**config.mk**
```make
export PLATFORM = sky130hd
export DESIGN_NAME = seq_tracker
export DESIGN_NICKNAME = d
export VERILOG_FILES = /design/src/rtl/seq_tracker_pkg.sv /design/src/rtl/seq_code_map.sv /design/src/rtl/seq_tracker.sv
export SDC_FILE = /design/constraint.sdc
export NUM_CORES = 1
export LEC_CHECK = 0
export CORE_MARGIN = 2
export CORE_UTILIZATION = 57
export DETAILED_ROUTE_END_ITERATION = 12
export GPL_TIMING_DRIVEN = 0
export PLACE_DENSITY = 0.91
export SLEW_MARGIN = 10
export SYNTH_ARGS = -nofsm -noshare
export SYNTH_HDL_FRONTEND = slang
export SYNTH_SLANG_ARGS = --single-unit
```
**constraint.sdc**
```tcl
create_clock -name C -period 3.84 [get_ports C]
set_input_delay 0.768 -clock C [delete_from_list [all_inputs] [get_ports C]]
set_output_delay 0.768 -clock C [all_outputs]
set_load 0.03 [all_outputs]
```
**src/rtl/seq_tracker_pkg.sv**
```systemverilog
// Shared definitions for the JK sequence-counter receive tracker: sequence table and FSM states.
package seq_tracker_pkg;

    localparam int SEQ_LEN = 8;

    // Counter code for each sequence index; index i lives at bits [i*4 +: 4].
    localparam logic [SEQ_LEN*4-1:0] SEQ_CODE_TBL = {
        4'd6, 4'd3, 4'd1, 4'd2, 4'd9, 4'd12, 4'd4, 4'd10
    };

    typedef enum logic [1:0] {
        ST_SEARCH = 2'd0,
        ST_ACQ    = 2'd1,
        ST_LOCKED = 2'd2
    } state_t;

    function automatic logic [2:0] next_idx(input logic [2:0] idx);
        return idx + 3'd1;
    endfunction

endpackage

```
**src/rtl/seq_code_map.sv**
```systemverilog
// Combinational map from a 4-bit counter code to its sequence index and a legal flag.
// Zero latency, no flow control; unlisted codes give o_legal=0 and o_idx=0.
module seq_code_map
    import seq_tracker_pkg::*;
(
    input  logic [3:0] i_code,
    output logic [2:0] o_idx,
    output logic       o_legal
);

    always_comb begin
        o_idx   = 3'd0;
        o_legal = 1'b0;
        for (int i = 0; i < SEQ_LEN; i++) begin
            if (i_code == SEQ_CODE_TBL[i*4 +: 4]) begin
                o_idx   = 3'(i);
                o_legal = 1'b1;
            end
        end
    end

endmodule

```
**src/rtl/seq_tracker.sv**
```systemverilog
// Sequence tracker: decodes sampled counter codes, runs SEARCH/ACQ/LOCKED, flags ERR/ILLEGAL.
// Outputs registered, 1 cycle after the sampling edge; no backpressure, V=0 cycles are ignored. Option: SEQ_TRACKER_ERRCNT_EN.
module seq_tracker
    import seq_tracker_pkg::*;
#(
    parameter int LOCK_N   = 3,
    parameter int UNLOCK_N = 2,
    parameter int CNT_W    = 8
) (
    input  logic       C,
    input  logic       R,
    input  logic       V,
    input  logic [3:0] D,
    output logic [2:0] IDX,
    output logic       IDX_V,
    output logic       ILLEGAL,
    output logic       ERR,
    output logic       LOCK
`ifdef SEQ_TRACKER_ERRCNT_EN
    ,
    output logic [CNT_W-1:0] ERRCNT
`endif
);

    localparam logic [2:0] LOCK_N3   = 3'(LOCK_N);
    localparam logic [2:0] UNLOCK_N3 = 3'(UNLOCK_N);

    if (LOCK_N < 1 || LOCK_N > 7 || UNLOCK_N < 1 || UNLOCK_N > 7 || CNT_W < 1) begin : g_param_err
        $error("seq_tracker: parameter out of range");
    end

    state_t     r_state;
    logic [2:0] r_ref;
    logic [2:0] r_match;
    logic [2:0] r_miss;
    logic [2:0] r_idx;
    logic       r_idx_v;
    logic       r_illegal;
    logic       r_err;

    state_t     w_state_nxt;
    logic [2:0] w_ref_nxt;
    logic [2:0] w_match_nxt;
    logic [2:0] w_miss_nxt;
    logic       w_err_nxt;
    logic [2:0] w_idx;
    logic       w_legal;
    logic [2:0] w_exp;

    seq_code_map u_map (
        .i_code  (D),
        .o_idx   (w_idx),
        .o_legal (w_legal)
    );

    assign w_exp = next_idx(r_ref);

    always_comb begin
        w_state_nxt = r_state;
        w_ref_nxt   = r_ref;
        w_match_nxt = r_match;
        w_miss_nxt  = r_miss;
        w_err_nxt   = 1'b0;
        if (V) begin
            case (r_state)
                ST_SEARCH: begin
                    if (w_legal) begin
                        w_ref_nxt   = w_idx;
                        w_match_nxt = 3'd0;
                        w_state_nxt = ST_ACQ;
                    end
                end
                ST_ACQ: begin
                    if (!w_legal) begin
                        w_state_nxt = ST_SEARCH;
                    end else if (w_idx == w_exp) begin
                        w_ref_nxt   = w_idx;
                        w_match_nxt = r_match + 3'd1;
                        if (w_match_nxt == LOCK_N3) begin
                            w_state_nxt = ST_LOCKED;
                            w_miss_nxt  = 3'd0;
                        end
                    end else begin
                        w_ref_nxt   = w_idx;
                        w_match_nxt = 3'd0;
                    end
                end
                ST_LOCKED: begin
                    if (w_legal && (w_idx == w_exp)) begin
                        w_ref_nxt  = w_idx;
                        w_miss_nxt = 3'd0;
                    end else begin
                        // Flywheel: keep counting the expected sequence through the bad sample.
                        w_err_nxt  = 1'b1;
                        w_ref_nxt  = w_exp;
                        w_miss_nxt = r_miss + 3'd1;
                        if (w_miss_nxt == UNLOCK_N3) begin
                            w_state_nxt = ST_SEARCH;
                        end
                    end
                end
                default: w_state_nxt = ST_SEARCH;
            endcase
        end
    end

    always_ff @(posedge C) begin
        if (R) begin
            r_state   <= ST_SEARCH;
            r_ref     <= 3'd0;
            r_match   <= 3'd0;
            r_miss    <= 3'd0;
            r_idx     <= 3'd0;
            r_idx_v   <= 1'b0;
            r_illegal <= 1'b0;
            r_err     <= 1'b0;
        end else begin
            r_state   <= w_state_nxt;
            r_ref     <= w_ref_nxt;
            r_match   <= w_match_nxt;
            r_miss    <= w_miss_nxt;
            r_idx_v   <= V && w_legal;
            r_illegal <= V && !w_legal;
            r_err     <= w_err_nxt;
            if (V && w_legal) begin
                r_idx <= w_idx;
            end
        end
    end

    assign IDX     = r_idx;
    assign IDX_V   = r_idx_v;
    assign ILLEGAL = r_illegal;
    assign ERR     = r_err;
    assign LOCK    = (r_state == ST_LOCKED);

`ifdef SEQ_TRACKER_ERRCNT_EN
    logic [CNT_W-1:0] r_errcnt;

    always_ff @(posedge C) begin
        if (R) begin
            r_errcnt <= '0;
        end else if (w_err_nxt && (r_errcnt != {CNT_W{1'b1}})) begin
            r_errcnt <= r_errcnt + 1'b1;
        end
    end

    assign ERRCNT = r_errcnt;
`endif

endmodule

```
# Word-level counts from Yosys, hierarchy flattened
# Index checks and enable logic that the tools add are counted.
# op_classes
addsub,3
n_eq_ne,22
mux,35
n_bitwise,2
n_reduce_logical,14
# op_table
cell,count
$mux 3,13
$pmux 3 s2,3
$mux 2,8
$eq 4x4->1 const B,3
$mux 1,10
$ne 2x2->1 const B,5
$add 3x1->3 const B,3
$eq 4x2->1 const B,2
$eq 4x3->1 const B,2
$eq 3x2->1 const B,2
$ne 3x3->1 const B,2
$pmux 2 s3,1
$reduce_and 6->1,1
$reduce_bool 2->1,3
$reduce_and 5->1,1
$eq 4x1->1 const B,1
$ne 2x1->1 const B,2
$reduce_and 4->1,1
$eq 3x3->1,1
$logic_and 1x1->1,3
$reduce_and 3->1,1
$reduce_or 3->1,1
$eq 2x1->1 const B,1
$eq 2x2->1 const B,1
4 further kinds,5
# word_totals
reg_bits,17
input_bits,7
out_inout_bits,7
elab_cells,84

# Longest topological paths before layout
# logic_depth
ltp_word,12
depth_mapped,8
mapped_depth_nobuf,6

# Cells and area by module
# A second synthesis with hierarchy kept.
# hier_totals
cells_unflattened,113
area_unflattened_um2,977.2
# by_module_without_submodules
module,n_inst,cells_per_inst,area_per_inst_um2,seq_area_each_um2
seq_tracker,1,101,895.9,340.3
seq_code_map,1,12,81.3,0.0

# Worst setup path before layout
# OpenSTA, ideal clock, no wires.
# synth_timing
path_kind,input to register
start,input port D[2]
end,register r_match[2]
setup_time_ps,74
arrival_time_ps,2267
t_required_ps,3766
setup_slack_ps,1499
path_stages,8
n_path_buf,3
cell_sequence,buf_6 and2_4 buf_6 o31ai_2 nand4_1 buf_2 or4_1 a31oi_1
# synth_via
elab_chain_cells,12
elab_cells_between_ends,30
cone_classes,eq/ne (11); mux (18); reduce/logical (1)
# synth_lines
element,line_no,source
"start, declared",seq_tracker.sv:13,"input logic [3:0] D,"
$eq 4x3->1,seq_code_map.sv:15,if (i_code == SEQ_CODE_TBL[i*4 +: 4]) begin
$mux 1,seq_code_map.sv:15,
$mux 2 (2 in series),seq_code_map.sv:15,
$mux 3 (4 in series),seq_code_map.sv:15,
$eq 3x3->1,seq_tracker.sv:76,end else if (w_idx == w_exp) begin
$mux 3,seq_tracker.sv:76,
$mux 3,seq_tracker.sv:74,if (!w_legal) begin
$pmux 3 s2,seq_tracker.sv:65,case (r_state)
"end signal, assigned",seq_tracker.sv:120,r_match <= w_match_nxt;
"end, declared",seq_tracker.sv:34,logic [2:0] r_match;
# Parallel ways exist; a longest one is shown, timed or not. The select of a mux whose other input is x is not followed.
# A chain may end at the register's enable or synchronous reset.

# Worst setup path after layout
# layout_timing
start,register r_state[0]
end,output port LOCK
# layout_via
elab_chain_cells,1
# layout_lines
element,line_no,source
"start, declared",seq_tracker.sv:32,state_t r_state;
"start signal, assigned",seq_tracker.sv:118,r_state <= w_state_nxt;
$eq 2x2->1,seq_tracker.sv:135,assign LOCK = (r_state == ST_LOCKED);
"end, declared",seq_tracker.sv:18,output logic LOCK
# No other way between the ends.

==> run summary <==
Area growth syn-to-layout -> 15.7%
via count -> 1,067
first-pass GRT wire length -> 3810 um
MaxCap Viol Count -> 0
share of synthesized registers carrying an async set or reset -> 0%
post-synthesis register bit count -> 17
Final Hold Viols -> 0
CP Data Arrival Time -> 2040 ps
Placement Setup Slack -> 960 ps
most frequent cells in the layout -> 17 x dfxtp_1, 15 x nand2_1, 12 x inv_1
CP Class -> flip-flop to output pin
vias per inst -> 5.96
family with the most delay on the worst path -> buffers and inverters
Synth Cell Area -> 0.00108 mm^2
Routed WL per cell -> 13.0 um
post-synth top area share -> 31.6%
Reg power frac -> 50.5%
final instance area -> 0.00125 mm^2
internal power -> 0.251 mW
Post-Syn Instances -> 139
clock buffer count from CTS -> 3
vias in the first global route -> 946
post-CTS setup buffers -> 0
Mapped Nets -> 151
Worst Tran Pin Value -> 565 ps
post-route setup slack -> 1040 ps
CTS tree -> yes
maximum vdd drop -> 0.245 mV
Leakage -> 0.467 nW
Synth area leader -> dfxtp_1
DP Wirelength -> 1730 um
Total Routing Usage GR -> 23.5%
Die Area -> 0.00225 mm^2
top cells by area, synth -> dfxtp_1 32%, ha_1 5.8%, nand2_1 5.2%, or4_1 4.9%, inv_1 4.2%
DRC Markers -> 0
Final Setup Violations -> 0
final core utilization -> 71.4%
register area share after synthesis -> 31.6%
IO Port Bufs -> 11
htree depth -> 1
GRT overflow -> 0
Power Density -> 292 mW/mm^2
nets -> 167
Net Switching -> 0.114 mW
Post-DP Area -> 0.00122 mm^2
Min Hold Slack -> 464 ps
crit-path cells -> clkbuf_1 -> nand2b_1 -> inv_1 -> clkdlybuf4s50_1
clock tree buffer depth -> 2
CP peak stage delay -> 710 ps
sw frac -> 31.2%
Clk network pwr share -> 28.0%
Tightest Hold Check Type -> flip-flop to flip-flop
hold buffer count at cts -> 0
syn_area_per_cell -> 7.75 um^2
Comb power frac -> 21.5%
first-pass iteration count of the detailed router -> 5
setup TNS after final layout -> 0 ps
GPL Wtd Cong -> 0.851
CP startpoint kind -> flip-flop
relative slew slack -> 62.1%
ant diodes -> 0
worst-path fanout max -> 8
CTS sink count -> 17
CP max-delay cell -> clkdlybuf4s50_1
initial antenna violation count -> 0
ANT nets after route -> 0
pin count of the biggest net entering global routing -> 11
worst-case clock skew -> 1.31 ps
top_reg_cell synth -> dfxtp_1
CP Buf/Inv Count -> 3
Die W -> 47.5 um
status -> finished, final reports clean
DRT iter0 DRCs -> 15
synth unique cells -> 40
Crit. End Element -> output pin
number of synthesized flops with an enable pin -> 0
Warnings, synthesis -> 0
CTS root buf -> clkbuf_4
Clock Latency Late Sink -> 290 ps
commonest non-fill, non-tap cell in the layout -> dfxtp_1
die height -> 47.5 um
RSZ-0062 raised after global routing -> no
post-CTS resize count -> 0
filler instances -> 161
core area -> 0.00175 mm^2
starting density of the core -> 61.7%
Site Rows -> 15
layout cells sized above 1 -> 9.09%
fin crit period -> 2800 ps
Worst-path clk slew -> 110 ps
IO Pins -> 14
Worst EP required -> 3070 ps
post-route clock period utilization -> 73.0%
Final Max Slew Viols -> 0
drt total wl -> 2320 um
FMAX -> 0.357 GHz
-- through the flow --
stage | instances | power [mW]
floorplan | 139 | 0.243
detailed placement | 175 | 0.265
global placement | 175 | 0.263
global route | 179 | 0.379
finish | 179 | 0.364
CTS | 179 | 0.362
-- worst paths after layout --
path | slack [ps] | end | cells after the start | start
worst max-delay path | 1040 | LOCK | 4 | r_state[0]$_SDFFE_PP0P_
worst min-delay path | 460 | IDX[2]$_SDFFE_PP0P_ | 2 | IDX[2]$_SDFFE_PP0P_
worst max register to register | 1720 | r_match[0]$_SDFFE_PP0P_ | 7 | r_ref[0]$_SDFFE_PP0P_
worst min register to register | 460 | IDX[2]$_SDFFE_PP0P_ | 2 | IDX[2]$_SDFFE_PP0P_
-- state kept, by name, summed over array words and instances (netlist names) --
name / flops
IDX: 3
r_match: 3
r_miss: 3
r_ref: 3
r_state: 2
ERR: 1
IDX_V: 1
ILLEGAL: 1
-- cells by family after synthesis --
kind of cell / Yosys count / share of synthesized area [%]
flip-flops: 17 / 31.6
multiplexers: 2 / 1.97
AO/OA/AOI/OAI: 33 / 20.3
XOR/XNOR: 5 / 4.06
adder cells (fa/ha/maj): 5 / 5.81
buffers and inverters: 21 / 9.17
AND/OR/NAND/NOR: 56 / 27.1
-- final cells by class --
class | instances | area [um^2] | area share (%)
timing repair buffer | 11 | 110 | 8.84
clock inverter | 1 | 5.00 | 0.402
tap | 25 | 31.3 | 2.51
sequential | 17 | 340 | 27.3
inverter | 12 | 45.0 | 3.61
multi-input combinational | 101 | 638 | 51.2
buffer | 9 | 53.8 | 4.32
clock buffer | 3 | 22.5 | 1.81
-- layer usage --
metal	global-route usage [%]	up-vias	wire, um
met4	1.67	0	11
li1	-	527	-
met3	4.53	2	134
met1	29.6	500	1020
met5	0	-	0
met2	43.0	38	1150
-- worst min-delay path: cells and delay by family, from the launching register on --
family           cells  cell delay (ps)
flip-flops           1              330
AND/OR/NAND/NOR      1               50
AO/OA/AOI/OAI        1               50
-- Yosys cell counts (all sizes together) (4+ instances only) --
library cell / count
o31ai: 4
o211ai: 5
dfxtp: 17
nor3: 4
nor2: 11
buf: 7
or4: 7
ha: 5
xnor2: 4
nand2: 15
inv: 12
o21ai: 7
a21oi: 9
-- power by group through the flow --
stage / logic (mW) / registers (mW) / clock network (mW)
CTS: 0.0774 / 0.184 / 0.100
floorplan: 0.0498 / 0.193 / 0
finish: 0.0784 / 0.184 / 0.102
detailed placement: 0.0768 / 0.188 / 0
global placement: 0.0748 / 0.188 / 0
global route: 0.0862 / 0.185 / 0.108
Power figures use the tool's default switching activity.
